==> config.mk <==
export PLATFORM = sky130hd
export DESIGN_NAME = uart_swc_rx_flat
export DESIGN_NICKNAME = d
export VERILOG_FILES = /design/src/rtl/uart_swc_rx_if.sv /design/src/rtl/uart_swc_rx.sv /design/src/flat_wrapper.sv
export SDC_FILE = /design/constraint.sdc
export NUM_CORES = 1
export LEC_CHECK = 0
export ABC_CLOCK_PERIOD_IN_PS = 16600
export BUFFER_PORTS_ARGS = -buffer_cell sky130_fd_sc_hd__buf_2
export CELL_PAD_IN_SITES_DETAIL_PLACEMENT = 1
export CELL_PAD_IN_SITES_GLOBAL_PLACEMENT = 1
export CORE_ASPECT_RATIO = 1.25
export CORE_MARGIN = 3
export CORE_UTILIZATION = 25
export CTS_CLUSTER_SIZE = 20
export DETAILED_ROUTE_END_ITERATION = 10
export GPL_TIMING_DRIVEN = 0
export PLACE_DENSITY_LB_ADDON = 0.08
export SYNTH_ARGS = -nofsm -noshare
export SYNTH_HDL_FRONTEND = slang
export SYNTH_SLANG_ARGS = --single-unit
export TNS_END_PERCENT = 10
==> constraint.sdc <==
create_clock -name pclk -period 16.6 [get_ports pclk]
set_clock_uncertainty 0.1 [all_clocks]
set_input_delay 2.49 -clock pclk [delete_from_list [all_inputs] [get_ports pclk]]
set_output_delay 2.49 -clock pclk [all_outputs]
set_load 0.05 [all_outputs]
==> src/rtl/uart_swc_rx_if.sv <==
// Read-data bus between the UART receiver and the register block.
// The register block pops with rdr_ren; status flags ride alongside.
interface uart_swc_rx_if;
  logic        rdr_ren;
  logic [15:0] rdr_rdata;
  logic        rx_empty;
  logic        rx_full;
  logic        rx_overrun;
  logic        rx_timeout;

  modport master (
    output rdr_ren,
    input  rdr_rdata, rx_empty, rx_full,
    input  rx_overrun, rx_timeout
  );

  modport slave (
    input  rdr_ren,
    output rdr_rdata, rx_empty, rx_full,
    output rx_overrun, rx_timeout
  );
endinterface

==> src/rtl/uart_swc_rx.sv <==
// UART receive engine with receive FIFO feeding the RDR/SR fields.
// Optional idle timeout flag: define UART_SWC_RX_TIMEOUT_EN.
module uart_swc_rx #(
  parameter int FIFO_DEPTH = 8,
  parameter int DIV_W      = 16
) (
  input  logic             pclk,
  input  logic             prst,
  input  logic             rxd,
  input  logic             cfg_en,
  input  logic [DIV_W-1:0] cfg_baud_div,
  input  logic             cfg_parity_en,
  input  logic             cfg_parity_odd,
  input  logic             cfg_clr,
  uart_swc_rx_if.slave     rdr
);

  localparam int AW = $clog2(FIFO_DEPTH);

  typedef enum logic [2:0] {
    IDLE, START, DATA, PARITY, STOP
  } state_t;

  logic rxd_m, rxd_s, rxd_d, fall;

  always_ff @(posedge pclk) begin
    if (prst) begin
      rxd_m <= 1'b1;
      rxd_s <= 1'b1;
      rxd_d <= 1'b1;
    end else begin
      rxd_m <= rxd;
      rxd_s <= rxd_m;
      rxd_d <= rxd_s;
    end
  end

  assign fall = rxd_d & ~rxd_s;

  logic [DIV_W-1:0] div, half_m1, full_m1;

  assign div = (cfg_baud_div < DIV_W'(4)) ? DIV_W'(4) : cfg_baud_div;
  assign half_m1 = (div >> 1) - DIV_W'(1);
  assign full_m1 = div - DIV_W'(1);

  state_t           state, state_n;
  logic [DIV_W-1:0] cnt, cnt_n;
  logic [2:0]       bitn, bit_n;
  logic [7:0]       shreg, sh_n;
  logic             perr, perr_n;
  logic             push;
  logic [9:0]       push_entry;

  always_ff @(posedge pclk) begin
    if (prst) begin
      state <= IDLE;
      cnt   <= '0;
      bitn  <= '0;
      shreg <= '0;
      perr  <= 1'b0;
    end else begin
      state <= state_n;
      cnt   <= cnt_n;
      bitn  <= bit_n;
      shreg <= sh_n;
      perr  <= perr_n;
    end
  end

  always_comb begin
    state_n = state;
    cnt_n   = cnt;
    bit_n   = bitn;
    sh_n    = shreg;
    perr_n  = perr;
    push    = 1'b0;
    unique case (state)
      IDLE: begin
        if (fall) begin
          state_n = START;
          cnt_n   = '0;
        end
      end
      START: begin
        if (cnt == half_m1) begin
          cnt_n   = '0;
          bit_n   = '0;
          perr_n  = 1'b0;
          state_n = rxd_s ? IDLE : DATA;
        end else begin
          cnt_n = cnt + DIV_W'(1);
        end
      end
      DATA: begin
        if (cnt == full_m1) begin
          cnt_n = '0;
          sh_n  = {rxd_s, shreg[7:1]};
          bit_n = bitn + 3'd1;
          if (bitn == 3'd7)
            state_n = cfg_parity_en ? PARITY : STOP;
        end else begin
          cnt_n = cnt + DIV_W'(1);
        end
      end
      PARITY: begin
        if (cnt == full_m1) begin
          cnt_n   = '0;
          perr_n  = ((^shreg) ^ rxd_s) != cfg_parity_odd;
          state_n = STOP;
        end else begin
          cnt_n = cnt + DIV_W'(1);
        end
      end
      STOP: begin
        if (cnt == full_m1) begin
          cnt_n   = '0;
          push    = 1'b1;
          state_n = IDLE;
        end else begin
          cnt_n = cnt + DIV_W'(1);
        end
      end
      default: state_n = IDLE;
    endcase
    // Dropping the enable kills any partial frame.
    if (!cfg_en) begin
      state_n = IDLE;
      cnt_n   = '0;
      push    = 1'b0;
    end
  end

  assign push_entry = {perr, ~rxd_s, shreg};

  logic [9:0]  mem [FIFO_DEPTH];
  logic [AW:0] wptr, rptr, wptr_n, rptr_n, occ;
  logic        empty_c, full_c, do_pop, do_push;
  logic [9:0]  head;

  assign occ     = wptr - rptr;
  assign empty_c = (occ == '0);
  assign full_c  = (occ == (AW+1)'(FIFO_DEPTH));
  assign head    = mem[rptr[AW-1:0]];

  always_comb begin
    do_pop  = rdr.rdr_ren & ~empty_c;
    do_push = push & (~full_c | do_pop) & ~cfg_clr;
    wptr_n  = wptr + {{AW{1'b0}}, do_push};
    rptr_n  = rptr + {{AW{1'b0}}, do_pop};
    if (cfg_clr) begin
      wptr_n = '0;
      rptr_n = '0;
    end
  end

  always_ff @(posedge pclk) begin
    if (do_push)
      mem[wptr[AW-1:0]] <= push_entry;
  end

  always_ff @(posedge pclk) begin
    if (prst) begin
      wptr           <= '0;
      rptr           <= '0;
      rdr.rx_empty   <= 1'b1;
      rdr.rx_full    <= 1'b0;
      rdr.rx_overrun <= 1'b0;
      rdr.rdr_rdata  <= '0;
    end else begin
      wptr         <= wptr_n;
      rptr         <= rptr_n;
      rdr.rx_empty <= (wptr_n == rptr_n);
      rdr.rx_full  <= ((wptr_n - rptr_n) == (AW+1)'(FIFO_DEPTH));
      if (cfg_clr) begin
        rdr.rx_overrun <= 1'b0;
        rdr.rdr_rdata  <= '0;
      end else begin
        if (push && full_c && !do_pop)
          rdr.rx_overrun <= 1'b1;
        if (rdr.rdr_ren)
          rdr.rdr_rdata <= empty_c ? 16'h0000 :
            {5'b0, head[9], head[8], 1'b1, head[7:0]};
      end
    end
  end

`ifdef UART_SWC_RX_TIMEOUT_EN
  logic [DIV_W+4:0] tcnt, tlim;
  logic             tout;

  assign tlim = {div, 5'b0} - (DIV_W+5)'(1);

  always_ff @(posedge pclk) begin
    if (prst) begin
      tcnt <= '0;
      tout <= 1'b0;
    end else if (cfg_clr || push || rdr.rdr_ren) begin
      tcnt <= '0;
      tout <= 1'b0;
    end else if (state != IDLE || rdr.rx_empty) begin
      tcnt <= '0;
    end else if (tcnt == tlim) begin
      tout <= 1'b1;
    end else begin
      tcnt <= tcnt + (DIV_W+5)'(1);
    end
  end

  assign rdr.rx_timeout = tout;
`else
  assign rdr.rx_timeout = 1'b0;
`endif

endmodule

==> src/flat_wrapper.sv <==
// flat-port wrapper written by rule: the top's interface ports become plain ports
module uart_swc_rx_flat 
#(
  parameter int FIFO_DEPTH = 8,
  parameter int DIV_W      = 16
)
  (pclk, prst, rxd, cfg_en, cfg_baud_div, cfg_parity_en, cfg_parity_odd, cfg_clr, rdr_rdr_ren, rdr_rdr_rdata, rdr_rx_empty, rdr_rx_full, rdr_rx_overrun, rdr_rx_timeout);
  uart_swc_rx_if rdr_i ();
  input  logic pclk;
  input  logic prst;
  input  logic rxd;
  input  logic cfg_en;
  input  logic [DIV_W-1:0] cfg_baud_div;
  input  logic cfg_parity_en;
  input  logic cfg_parity_odd;
  input  logic cfg_clr;
  input wire logic [$bits(rdr_i.rdr_ren)-1:0] rdr_rdr_ren;
  output wire logic [$bits(rdr_i.rdr_rdata)-1:0] rdr_rdr_rdata;
  output wire logic [$bits(rdr_i.rx_empty)-1:0] rdr_rx_empty;
  output wire logic [$bits(rdr_i.rx_full)-1:0] rdr_rx_full;
  output wire logic [$bits(rdr_i.rx_overrun)-1:0] rdr_rx_overrun;
  output wire logic [$bits(rdr_i.rx_timeout)-1:0] rdr_rx_timeout;
  assign rdr_i.rdr_ren = rdr_rdr_ren;
  assign rdr_rdr_rdata = rdr_i.rdr_rdata;
  assign rdr_rx_empty = rdr_i.rx_empty;
  assign rdr_rx_full = rdr_i.rx_full;
  assign rdr_rx_overrun = rdr_i.rx_overrun;
  assign rdr_rx_timeout = rdr_i.rx_timeout;
  uart_swc_rx #(.FIFO_DEPTH(FIFO_DEPTH), .DIV_W(DIV_W)) u_core (.pclk(pclk), .prst(prst), .rxd(rxd), .cfg_en(cfg_en), .cfg_baud_div(cfg_baud_div), .cfg_parity_en(cfg_parity_en), .cfg_parity_odd(cfg_parity_odd), .cfg_clr(cfg_clr), .rdr(rdr_i));
endmodule
==> results.py <==
metrics = {
    "floorplanning": {
        "initial_utilization_pct": 25.6,
        "area_of_the_core_region_um2": 27900,
        "dieWidth_um": 157,
        "dieArea_um2": 30700,
        "std_cell_rows": 68,
        "boundaryPins": 44,
        "die_h_um": 195,
    },
    "clock_tree": {
        "cts_sinks": 136,
        "postCtsSetupBuffers": 0,
        "cts_buffer_depth": 2,
        "path_clk_slew_ns": 0.06,
        "cts-resized-gates": 0,
        "ctsHoldBuffers": 0,
        "clock_insertion_delay_worst_skew_ns": 0.42,
        "numCtsBuffers": 17,
        "h-tree-depth": 4,
        "tritoncts": "done",
        "cts-root-buf": "clkbuf_16",
    },
    "sta": {
        "post-route-min-period_ns": 8.03,
        "clock.fmax_ghz": 0.124,
        "worst_slew_margin_rel_pct": 21.7,
        "worst_slack_ns": 8.57,
        "setup-tns-final_ns": 0,
        "max_slew.worst_pin.slew_ns": 1.17,
        "period_share_pct": 48.4,
        "drv_slew": 0,
        "final_setup_violations": 0,
        "rsz_0062_raised_after_global_routing": "no",
        "hold_vio_cnt_final": 0,
    },
    "placed_design": {
        "hpwl_mm": 15.6,
        "routability_driven_placement_congestion_ratio": 0.822,
        "port-buffer-count": 29,
        "post-place-ws_ns": 8.05,
        "placed_cell_area_um2": 7800,
    },
    "power": {
        "vdd_drop_max_v": 0.0000504,
        "leakage_nw": 2.94,
        "p_per_area_nw_per_um2": 91.1,
    },
    "finish": {
        "finish.instance_area_um2": 8380,
        "finalNetCount": 749,
        "share_of_cells_above_drive_strength_1_pct": 18.0,
        "syn_to_final_growth_pct": 17.1,
        "fillers": 3134,
        "antennaDiodeCount": 0,
    },
    "yosys": {
        "synth.distinct_cells": 71,
        "synth.yosys.seq_area_share_pct": 49.2,
        "yosys_most_used_dff": "edfxtp_1",
        "synth.yosys.warnings": 0,
        "syn_inst": 654,
        "synthArstFlopShare_pct": 0,
        "synth.cell_area_um2": 7160,
        "synthDominantCellAreaShare_pct": 33.6,
        "yosys_top_cell_by_area": "edfxtp_1",
        "yosys_register_bits": 136,
        "synthesis.area_per_instance_um2": 10.9,
        "synth.area.top_cells": "edfxtp_1 (34%), dfxtp_1 (16%), mux4_2 (6.3%), xnor2_1 (5.4%), nand2_1 (3.7%)",
        "synth_edf_count": 80,
    },
    "worst_setup_path": {
        "worst_ep_arrival_time_ns": 8.27,
        "worst_r2r_startpoint": "u_core.rptr[1]",
        "startpoint_type": "input port",
        "critPathCaptureType": "flop",
        "req_time_crit_path_ns": 16.83,
        "crit_path_launch": "cfg_baud_div[12]",
        "crit_type": "input port to flop",
        "critical_path.max_fanout": 9,
    },
    "global_routing": {
        "globalRouteTotalUtil_pct": 13.6,
        "grt_pass1_wl_mm": 31.8,
        "maximum_number_of_pins_on_one_net_before_global_route_repair": 17,
        "number_of_global_route_vias_before_repair": 5485,
        "grt_overflow": 0,
        "initial_antenna_violation_count": 0,
    },
    "route": {
        "routed_wire_length_per_instance_um": 18.9,
        "vias": 5085,
        "first_pass_iters": 4,
        "totalWireLength_mm": 20.3,
        "post-route-drc-count": 0,
        "detail_route.vias_per_cell": 4.74,
        "antenna_violating_nets_post_route": 0,
        "count_of_routing_violations_after_the_opening_detailed_route_iteration": 191,
    },
    "hold_path": {
        "hp-start": "u_core.rxd_m",
        "timing.hold.worst.class": "flop to flop",
    },
    "status": {
        "outcome": "finished, final reports clean",
    },
    "job": {
        "max_cap_viol_count": 0,
    },
}
cell type report:
class,instances,area [um^2],area share [%]
plain buffers,52,255,3.05
clock buffers,21,472,5.63
clock inverters,11,110,1.31
inverters,17,63.8,0.762
multi-input cells,454,3340,39.9
flip-flops and latches,136,3520,42.0
well taps,350,438,5.23
repair buffers,32,173,2.06
path summary, 6_finish.rpt:
| kind | to | slack (ns) | cells past startpoint |
|---|---|---|---|
| setup / recovery | u_core.rdr.rx_full | 8.57 | 20 |
| hold reg to reg | u_core.rxd_s | 0.32 | 1 |
| hold / removal | u_core.rxd_s | 0.32 | 1 |
| setup reg to reg | u_core.rdr.rx_full | 12.12 | 18 |
critical path, stage by stage:
cell       delay [ns]
buf_2            0.16
nor4_4           0.63
nand4_4          0.30
o21ai_0          0.47
ha_1             0.46
nor3b_1          0.60
nand3_1          0.20
xnor2_1          0.18
o2111ai_1        0.15
a211oi_2         0.50
nand3_4          0.20
nor4b_2          0.40
ha_1             0.25
ha_1             0.24
nor2b_1          0.14
ha_1             0.32
a21o_1           0.18
nor3_1           0.16
a31oi_1          0.06
nor3_1           0.16
per-stage QoR:
| stage | instances | hold WS, ns | utilization, % | power (W) |
|---|---|---|---|---|
| after floorplan | 659 | 0.289 | - | 0.000388 |
| after global placement | 1038 | 0.308 | 27.8 | 0.000399 |
| after detailed placement | 1041 | 0.305 | 27.9 | 0.000400 |
| after CTS | 1073 | 0.322 | 30.0 | 0.000776 |
| after global routing | 1073 | 0.326 | 30.0 | 0.000793 |
| final | 1073 | 0.316 | 30.0 | 0.000763 |
Yosys cell counts, types with 2 or more instances:
cell,instances
buf_2,6
and2_1,7
buf_4,8
o311ai_1,6
nor2b_1,7
or2_2,10
nand2_1,70
o211ai_1,4
a2111oi_0,2
nand2b_1,12
o311ai_0,3
a211oi_1,4
mux2i_1,9
o21ai_0,9
and3_1,14
a31oi_1,5
ha_1,15
nor2_1,53
o41ai_1,2
edfxtp_1,80
nand3_1,24
a41oi_1,2
xnor2_1,44
dfxtp_1,56
o2111ai_1,3
a211oi_2,2
buf_1,5
a21oi_1,14
clkbuf_1,30
a22oi_1,20
or4_1,2
nor4b_1,2
buf_6,3
mux4_2,20
a22o_1,2
nor3_1,17
o21a_1,2
or3_1,7
inv_1,17
nor4_1,4
xor2_1,18
nand4_1,3
a21o_1,3
placed cells by master (no fill, tap or decap), drive strengths merged, types with 4 or more instances in the layout:
master   n
o21ai   12
buf     54
o311ai  10
xor2    18
inv     22
and2     7
and3    14
mux2i    9
nand2   70
nor2    53
clkbuf  51
a31oi    5
o211ai   5
nand4    4
ha      15
a22oi   20
dfxtp   56
nand2b  12
or3      7
or2     10
xnor2   44
nor3    17
nor2b    7
a211oi   6
conb     6
nor4     5
a21oi   15
nand3   25
edfxtp  80
mux4    20
sequential cells by signal (all words and copies together), names as in the netlist, 3 cells and up:
register,cells
u_core.bitn,3
u_core.cnt,16
u_core.mem,80
u_core.rdr.rdr_rdata,11
u_core.rptr,4
u_core.shreg,8
u_core.state,3
u_core.wptr,4
logic make-up (layout without fill, tap and decap cells):
| family | Yosys count | in the layout | share of synthesized area [%] |
|---|---|---|---|
| AOI/OAI and AO/OA | 98 | 98 | 11.0 |
| xor gates and xnor gates | 62 | 62 | 7.59 |
| adders and majority gates | 15 | 15 | 2.62 |
| buffers and inverters | 69 | 133 | 4.46 |
| DFF | 136 | 136 | 49.2 |
| muxes | 30 | 30 | 7.71 |
| other | 1 | 6 | 0.0524 |
| and+or+nand+nor | 243 | 243 | 17.3 |
power by group:
group          total (W)  switching, W  internal [W]
Combinational  0.0000380     0.0000253     0.0000127
Sequential      0.000354   0.000000350      0.000354
Clock           0.000371      0.000150      0.000221
routing by layer:
layer	GRT usage [%]	wire length (um)
met1	15.4	8310
met2	25.9	11300
met3	2.39	373
met4	3.76	248
met5	0	0
Power figures use the tool's default switching activity.
